==> src/rtl/sd_pkg.sv <==
// Shared constants, state encodings and command-byte helper for the SD block reader.
`timescale 1ns/1ps
package sd_pkg;

   localparam int unsigned BYTE_W      = 8;
   localparam int unsigned CNT_W       = 9;
   localparam int unsigned RETRY_W     = 12;
   localparam int unsigned ADDR_W      = 16;
   localparam int unsigned BLOCK_BYTES = 512;
   localparam int unsigned CRC_BYTES   = 2;
   localparam int unsigned CMD_BYTES   = 6;

   localparam logic [1:0] SPI_XCHG    = 2'd0;
   localparam logic [1:0] SPI_CS_LOW  = 2'd1;
   localparam logic [1:0] SPI_CS_HIGH = 2'd2;

   localparam logic [1:0] ERR_NONE  = 2'd0;
   localparam logic [1:0] ERR_R1    = 2'd1;
   localparam logic [1:0] ERR_TOKEN = 2'd2;
   localparam logic [1:0] ERR_SPI   = 2'd3;

   localparam logic [7:0] CMD17      = 8'h51;
   localparam logic [7:0] DATA_TOKEN = 8'hFE;
   localparam logic [7:0] IDLE_BYTE  = 8'hFF;

   typedef enum logic [3:0] {
      IDLE, CS_LO, CMD, R1, TOKEN, DATA, CRC, CS_HI, FIN
   } rd_state_e;

   typedef enum logic [1:0] {
      X_IDLE, X_SENT, X_SKIP, X_WAIT
   } xf_state_e;

   // Byte idx of the CMD17 frame: opcode, 32-bit address MSB first, dummy CRC.
   function automatic logic [7:0] cmd_byte(input logic [2:0] idx, input logic [31:0] addr);
      logic [7:0] b;
      case (idx)
         3'd0:    b = CMD17;
         3'd1:    b = addr[31:24];
         3'd2:    b = addr[23:16];
         3'd3:    b = addr[15:8];
         3'd4:    b = addr[7:0];
         default: b = IDLE_BYTE;
      endcase
      return b;
   endfunction

endpackage

==> src/rtl/sd_xfer_byte.sv <==
// One SPI operation: strobe the command, skip a cycle, then wait for the SPI engine to go idle.
`timescale 1ns/1ps
module sd_xfer_byte
   import sd_pkg::*;
(
   input  logic       clock,
   input  logic       reset,
   input  logic       go_i,
   input  logic [1:0] cmd_i,
   input  logic [7:0] byte_i,
   input  logic [1:0] spi_st_i,
   output logic       spi_sent_o,
   output logic [1:0] spi_cmd_o,
   output logic [7:0] spi_out_o,
   output logic       ack_c,
   output logic       tmo_c
);

   xf_state_e  state_q;
   logic       spi_sent_q;
   logic [1:0] spi_cmd_q;
   logic [7:0] spi_out_q;

   always_ff @(posedge clock) begin
      if (reset) begin
         state_q    <= X_IDLE;
         spi_sent_q <= 1'b0;
         spi_cmd_q  <= SPI_XCHG;
         spi_out_q  <= IDLE_BYTE;
      end else begin
         spi_sent_q <= 1'b0;
         case (state_q)
            X_IDLE: if (go_i) begin
               spi_sent_q <= 1'b1;
               spi_cmd_q  <= cmd_i;
               spi_out_q  <= byte_i;
               state_q    <= X_SENT;
            end
            X_SENT:  state_q <= X_SKIP;
            // the engine's busy flag is not trustworthy until a cycle after the strobe
            X_SKIP:  state_q <= X_WAIT;
            X_WAIT:  if (!spi_st_i[0]) state_q <= X_IDLE;
            default: state_q <= X_IDLE;
         endcase
      end
   end

   assign ack_c      = (state_q == X_WAIT) && !spi_st_i[0];
   assign tmo_c      = ack_c && spi_st_i[1];
   assign spi_sent_o = spi_sent_q;
   assign spi_cmd_o  = spi_cmd_q;
   assign spi_out_o  = spi_out_q;

endmodule

==> src/rtl/sd_block_reader.sv <==
// Reads one 512-byte SD sector over SPI (CMD17) and streams it into RAM at a given base.
`timescale 1ns/1ps
module sd_block_reader
   import sd_pkg::*;
#(
   parameter int unsigned SDHC        = 1,
   parameter int unsigned R1_TRIES    = 16,
   parameter int unsigned TOKEN_TRIES = 4096
)(
   input  logic        clock,
   input  logic        reset,
   input  logic        start,
   input  logic [31:0] lba,
   input  logic [15:0] dest,
   output logic        busy,
   output logic        done,
   output logic [1:0]  error,
   output logic        spi_sent,
   output logic [1:0]  spi_cmd,
   output logic [7:0]  spi_out,
   input  logic [7:0]  spi_din,
   input  logic [1:0]  spi_st,
   output logic [15:0] ram_addr,
   output logic [7:0]  ram_data,
   output logic        ram_we
);

   rd_state_e          state_q;
   logic [31:0]        addr_q;
   logic [ADDR_W-1:0]  dest_q;
   logic [CNT_W-1:0]   cnt_q;
   logic [RETRY_W-1:0] retry_q;
   logic               pend_q;
   logic               go_q;
   logic [1:0]         xcmd_q;
   logic [7:0]         xbyte_q;
   logic               busy_q;
   logic               done_q;
   logic [1:0]         error_q;
   logic [ADDR_W-1:0]  ram_addr_q;
   logic [7:0]         ram_data_q;
   logic               ram_we_q;

   logic [31:0]        addr_d;
   logic [1:0]         op_cmd;
   logic [7:0]         op_byte;
   logic               ack_c;
   logic               tmo_c;

   // Standard-capacity cards take a byte address rather than a block number.
   assign addr_d = (SDHC != 0) ? lba : {lba[22:0], 9'd0};

   always_comb begin
      op_cmd  = SPI_XCHG;
      op_byte = IDLE_BYTE;
      case (state_q)
         CS_LO:   op_cmd  = SPI_CS_LOW;
         CMD:     op_byte = cmd_byte(cnt_q[2:0], addr_q);
         CS_HI:   op_cmd  = SPI_CS_HIGH;
         default: ;
      endcase
   end

   always_ff @(posedge clock) begin
      if (reset) begin
         state_q    <= IDLE;
         addr_q     <= '0;
         dest_q     <= '0;
         cnt_q      <= '0;
         retry_q    <= '0;
         pend_q     <= 1'b0;
         go_q       <= 1'b0;
         xcmd_q     <= SPI_XCHG;
         xbyte_q    <= IDLE_BYTE;
         busy_q     <= 1'b0;
         done_q     <= 1'b0;
         error_q    <= ERR_NONE;
         ram_addr_q <= '0;
         ram_data_q <= '0;
         ram_we_q   <= 1'b0;
      end else begin
         go_q     <= 1'b0;
         done_q   <= 1'b0;
         ram_we_q <= 1'b0;
         if (state_q == IDLE) begin
            if (start) begin
               addr_q  <= addr_d;
               dest_q  <= dest;
               error_q <= ERR_NONE;
               busy_q  <= 1'b1;
               cnt_q   <= '0;
               retry_q <= '0;
               pend_q  <= 1'b0;
               state_q <= CS_LO;
            end
         end else if (state_q == FIN) begin
            done_q  <= 1'b1;
            busy_q  <= 1'b0;
            state_q <= IDLE;
         end else if (!pend_q) begin
            go_q    <= 1'b1;
            xcmd_q  <= op_cmd;
            xbyte_q <= op_byte;
            pend_q  <= 1'b1;
         end else if (ack_c) begin
            pend_q <= 1'b0;
            if (tmo_c) begin
               // a timeout while releasing CS must not loop back into CS_HI
               error_q <= ERR_SPI;
               state_q <= (state_q == CS_HI) ? FIN : CS_HI;
            end else begin
               case (state_q)
                  CS_LO: begin
                     cnt_q   <= '0;
                     state_q <= CMD;
                  end
                  CMD: begin
                     if (cnt_q == CNT_W'(CMD_BYTES - 1)) begin
                        cnt_q   <= '0;
                        retry_q <= '0;
                        state_q <= R1;
                     end else begin
                        cnt_q <= cnt_q + CNT_W'(1);
                     end
                  end
                  R1: begin
                     if (spi_din == 8'h00) begin
                        retry_q <= '0;
                        state_q <= TOKEN;
                     end else if (spi_din == IDLE_BYTE && retry_q != RETRY_W'(R1_TRIES - 1)) begin
                        retry_q <= retry_q + RETRY_W'(1);
                     end else begin
                        error_q <= ERR_R1;
                        state_q <= CS_HI;
                     end
                  end
                  TOKEN: begin
                     if (spi_din == DATA_TOKEN) begin
                        cnt_q   <= '0;
                        state_q <= DATA;
                     end else if (spi_din == IDLE_BYTE && retry_q != RETRY_W'(TOKEN_TRIES - 1)) begin
                        retry_q <= retry_q + RETRY_W'(1);
                     end else begin
                        error_q <= ERR_TOKEN;
                        state_q <= CS_HI;
                     end
                  end
                  DATA: begin
                     ram_we_q   <= 1'b1;
                     ram_addr_q <= dest_q + ADDR_W'(cnt_q);
                     ram_data_q <= spi_din;
                     if (cnt_q == CNT_W'(BLOCK_BYTES - 1)) begin
                        cnt_q   <= '0;
                        state_q <= CRC;
                     end else begin
                        cnt_q <= cnt_q + CNT_W'(1);
                     end
                  end
                  CRC: begin
                     if (cnt_q == CNT_W'(CRC_BYTES - 1)) state_q <= CS_HI;
                     else cnt_q <= cnt_q + CNT_W'(1);
                  end
                  CS_HI:   state_q <= FIN;
                  default: state_q <= IDLE;
               endcase
            end
         end
      end
   end

   sd_xfer_byte u_xfer (
      .clock      (clock),
      .reset      (reset),
      .go_i       (go_q),
      .cmd_i      (xcmd_q),
      .byte_i     (xbyte_q),
      .spi_st_i   (spi_st),
      .spi_sent_o (spi_sent),
      .spi_cmd_o  (spi_cmd),
      .spi_out_o  (spi_out),
      .ack_c      (ack_c),
      .tmo_c      (tmo_c)
   );

   assign busy     = busy_q;
   assign done     = done_q;
   assign error    = error_q;
   assign ram_addr = ram_addr_q;
   assign ram_data = ram_data_q;
   assign ram_we   = ram_we_q;

endmodule

==> config.mk <==
export PLATFORM = sky130hd
export DESIGN_NAME = sd_block_reader
export DESIGN_NICKNAME = d
export VERILOG_FILES = /design/src/rtl/sd_pkg.sv /design/src/rtl/sd_xfer_byte.sv /design/src/rtl/sd_block_reader.sv
export SDC_FILE = /design/constraint.sdc
export NUM_CORES = 1
export LEC_CHECK = 0
export BUFFER_PORTS_ARGS = -buffer_cell sky130_fd_sc_hd__buf_4
export CAP_MARGIN = 20
export CORE_MARGIN = 1.5
export CORE_UTILIZATION = 40
export DETAILED_ROUTE_END_ITERATION = 10
export PLACE_DENSITY = 0.67
export SETUP_SLACK_MARGIN = 0.3
export SYNTH_ARGS = -nofsm -noshare
export SYNTH_HDL_FRONTEND = slang
export SYNTH_SLANG_ARGS = --single-unit
==> constraint.sdc <==
create_clock -name clock -period 5.3 [get_ports clock]
set_input_delay 0.795 -clock clock [delete_from_list [all_inputs] [get_ports clock]]
set_output_delay 0.795 -clock clock [all_outputs]
set_load 0.02 [all_outputs]
==> out/qor.txt <==
Worst setup EP type - register
Post-synthesis cell type count - 64
Clock Sinks - 127
CTS HTree Levels - 4
FILL cells - 1,432
Remaining DRCs - 0
Relative slew slack - 0.315
Final Critical Period - 3.20 ns
Crit path from - cnt_q[1]
Post-synth EDFFs - 0
Worst slack at placement - 2.13 ns
Commonest non-fill, non-tap cell in the layout - nand2_1
Initial Util - 0.411
Clock buffer depth - 2
Wirelength per Cell - 15.1 um
Ys flop type - dfxtp_1
Post_cts resized - 0
N_diodes - 0
Sequential fraction of the synthesis area - 0.424
CTS Buf Count - 17
Yosys warns - 0
CP max-delay cell - or4b_1
Core box area - 14,600 um2
FP Rows - 44
Synthesized area per cell - 7.86 um2
Reg2reg start - cnt_q[1]
Actual slew at the worst max-slew pin - 1.03 ns
Worst Clk Skew - 0.0122 ns
Nets - 921
#FFs+latches synth - 127
Final slew viol count - 0
Leading area contributor after synthesis - dfxtp_1
Arrival time worst endpoint - 3.54 ns
CP Launch Type - register
Most frequent cell on the critical path - a211o_1
DP HPWL - 10.8 mm
Max FO, Critical Path - 24
CTS root buffer - clkbuf_16
Die Span X - 125 um
Initial antenna violation count - 0
Syn nets - 845
I/O Buffers - 100
Final Wtd Congestion - 0.842
RSZ-0062 raised after global routing - false
Fin crit share - 0.604
Vias in the first global route - 5,282
Cell Area, Synth - 6000 um2
Ranking of synthesized cells by area - dfxtp_1, nand2_1, a21oi_1
Postcts setup bufs - 0
Setup CP Type - register to register
Reg-to-Reg End - retry_q[10]
Die area - 15,700 um2
# setup viols final - 0
Share of post-route cells with drive strength above 1 - 0.166
PnR worst setup slack - 2.10 ns
Register-to-Register Path Depth - 8
Io pins - 101
IR drop worst, VDD - 0.253 mV
Clock-pin slew on the worst setup and hold paths - 0.05 ns
Leak Pwr - 2.93 nW
Worst-path cell chain - inv_1, ha_1, nor4b_4, a311oi_1, a211o_1, a211o_1, or4b_1, a21oi_1
Antenna Violating Nets Remaining - 0
Top-area cell type share of the netlist area - 0.424
Post-route setup TNS - 0 ns
First-pass GRT wire length - 25.8 mm
Mapped Cells - 763
Setup slack, reg-to-reg - 2.10 ns
GRT overflow - 0
Drt total wl - 15.6 mm
Most frequent cells in the layout - nand2_1, dfxtp_1, buf_4, a21oi_1, nor2_1
Placed Cells incl. Taps - 1,002
Post-DP Area - 6820 um2
CTS tree - done
Outcome - complete, no violations
Worst Hold Class - register to register
Pin count of the biggest net entering global routing - 66
Finished Layout Cells - 1,035
Final instance area - 7400 um2
All-layer global routing usage - 0.202
Max Cap Violations - 0
PD cells - 401 nW/um2
Critical Path End - retry_q[10]
Hold Buf Count CTS - 0
WP data required - 5.65 ns
Die Y - 125 um
Synth async-reset ratio - 0
Crit-path max cell delay - 0.60 ns
Layout area overhead - 23.4%
Fmax - 313 MHz
Vias per cell - 5.40
Vias - 5,589
DRT Pass-1 Iters - 5
Worst skew pair latency - 0.42 ns
Hold Vio Cnt, Final - 0
DRT iter0 DRCs - 399
-- sequential cells by signal (all words and copies together), names as in the netlist, 2 cells and up --
| signal | count |
|---|---|
| addr_q | 32 |
| dest_q | 16 |
| ram_addr | 16 |
| retry_q | 12 |
| cnt_q | 9 |
| ram_data | 8 |
| u_xfer.spi_out_o | 8 |
| xbyte_q | 8 |
| state_q | 4 |
| error | 2 |
| u_xfer.spi_cmd_o | 2 |
| u_xfer.state_q | 2 |
| xcmd_q | 2 |
-- cell type report --
type | instances | area (um2) | share of cell area
clock buffers | 24 | 452 | 0.0610
clock inverters | 7 | 113 | 0.0152
inverters | 11 | 41.3 | 0.00558
multi-input cells | 575 | 3220 | 0.435
flip-flops and latches | 127 | 2540 | 0.343
well taps | 184 | 230 | 0.0311
repair buffers | 107 | 805 | 0.109
-- Yosys cell counts, types with 3 or more instances --
master / n
a22oi_1: 10
ha_1: 20
o21ai_0: 34
a21o_1: 4
nor3_1: 16
nand2b_1: 5
nand3b_1: 3
nor2_1: 56
a211oi_1: 8
a31oi_1: 5
nor2b_1: 9
or4_1: 9
nor4_1: 10
or3_1: 10
a32oi_1: 8
o211ai_1: 3
clkbuf_1: 42
buf_1: 4
dfxtp_1: 127
nand4_1: 7
or4b_1: 5
nand3_1: 35
a211o_1: 4
nand2_1: 157
inv_1: 11
o22ai_1: 4
a311oi_1: 6
and3_1: 7
xor2_1: 7
a21oi_1: 95
-- critical path: cells and delay by family (launching register included) --
family,cells,cell delay [ns]
AOI/OAI and AO/OA,4,1.23
and+or+nand+nor,2,0.94
adders and majority gates,1,0.46
DFF,1,0.34
buffers and inverters,1,0.16
-- how the worst min path moves through the flow --
stage                       end  slack, ns   startpoint  cells past startpoint
floorplan            addr_q[10]       0.44   addr_q[10]                      2
global placement    ram_addr[5]       0.44  ram_addr[5]                      2
detailed placement  ram_addr[5]       0.45  ram_addr[5]                      2
CTS                 ram_addr[5]       0.45  ram_addr[5]                      2
global route         addr_q[15]       0.47   addr_q[15]                      2
finish              ram_addr[5]       0.45  ram_addr[5]                      2
-- kinds of logic after synthesis --
family / synth area share
adders and majority gates: 0.0467
DFF: 0.424
and+or+nand+nor: 0.274
buffers and inverters: 0.0404
AOI/OAI and AO/OA: 0.196
xor gates and xnor gates: 0.0131
muxes: 0.00521
-- routing by layer --
metal / track usage / routed length [um] / vias to the layer above
met5: 0 / 0 / -
met4: 0.0749 / 280 / 0
met3: 0.0445 / 576 / 21
met2: 0.312 / 7070 / 111
met1: 0.276 / 7690 / 2587
li1: - / - / 2870
-- metrics by stage --
| step | power, mW | hold WS, ns | utilization |
|---|---|---|---|
| finish | 2.97 | 0.449 | 0.508 |
| global route | 3.13 | 0.471 | 0.508 |
| CTS | 2.98 | 0.452 | 0.506 |
| detailed placement | 1.85 | 0.446 | 0.468 |
| global placement | 1.84 | 0.441 | 0.468 |
| floorplan | 1.65 | 0.436 | - |
-- power breakdown --
group	switching [mW]	leakage [nW]	internal, mW
logic	0.435	1.62	0.245
registers	0.100	1.03	1.06
clock network	0.400	0.272	0.733
total	0.935	2.93	2.04
(Power assumes the default switching activity.)
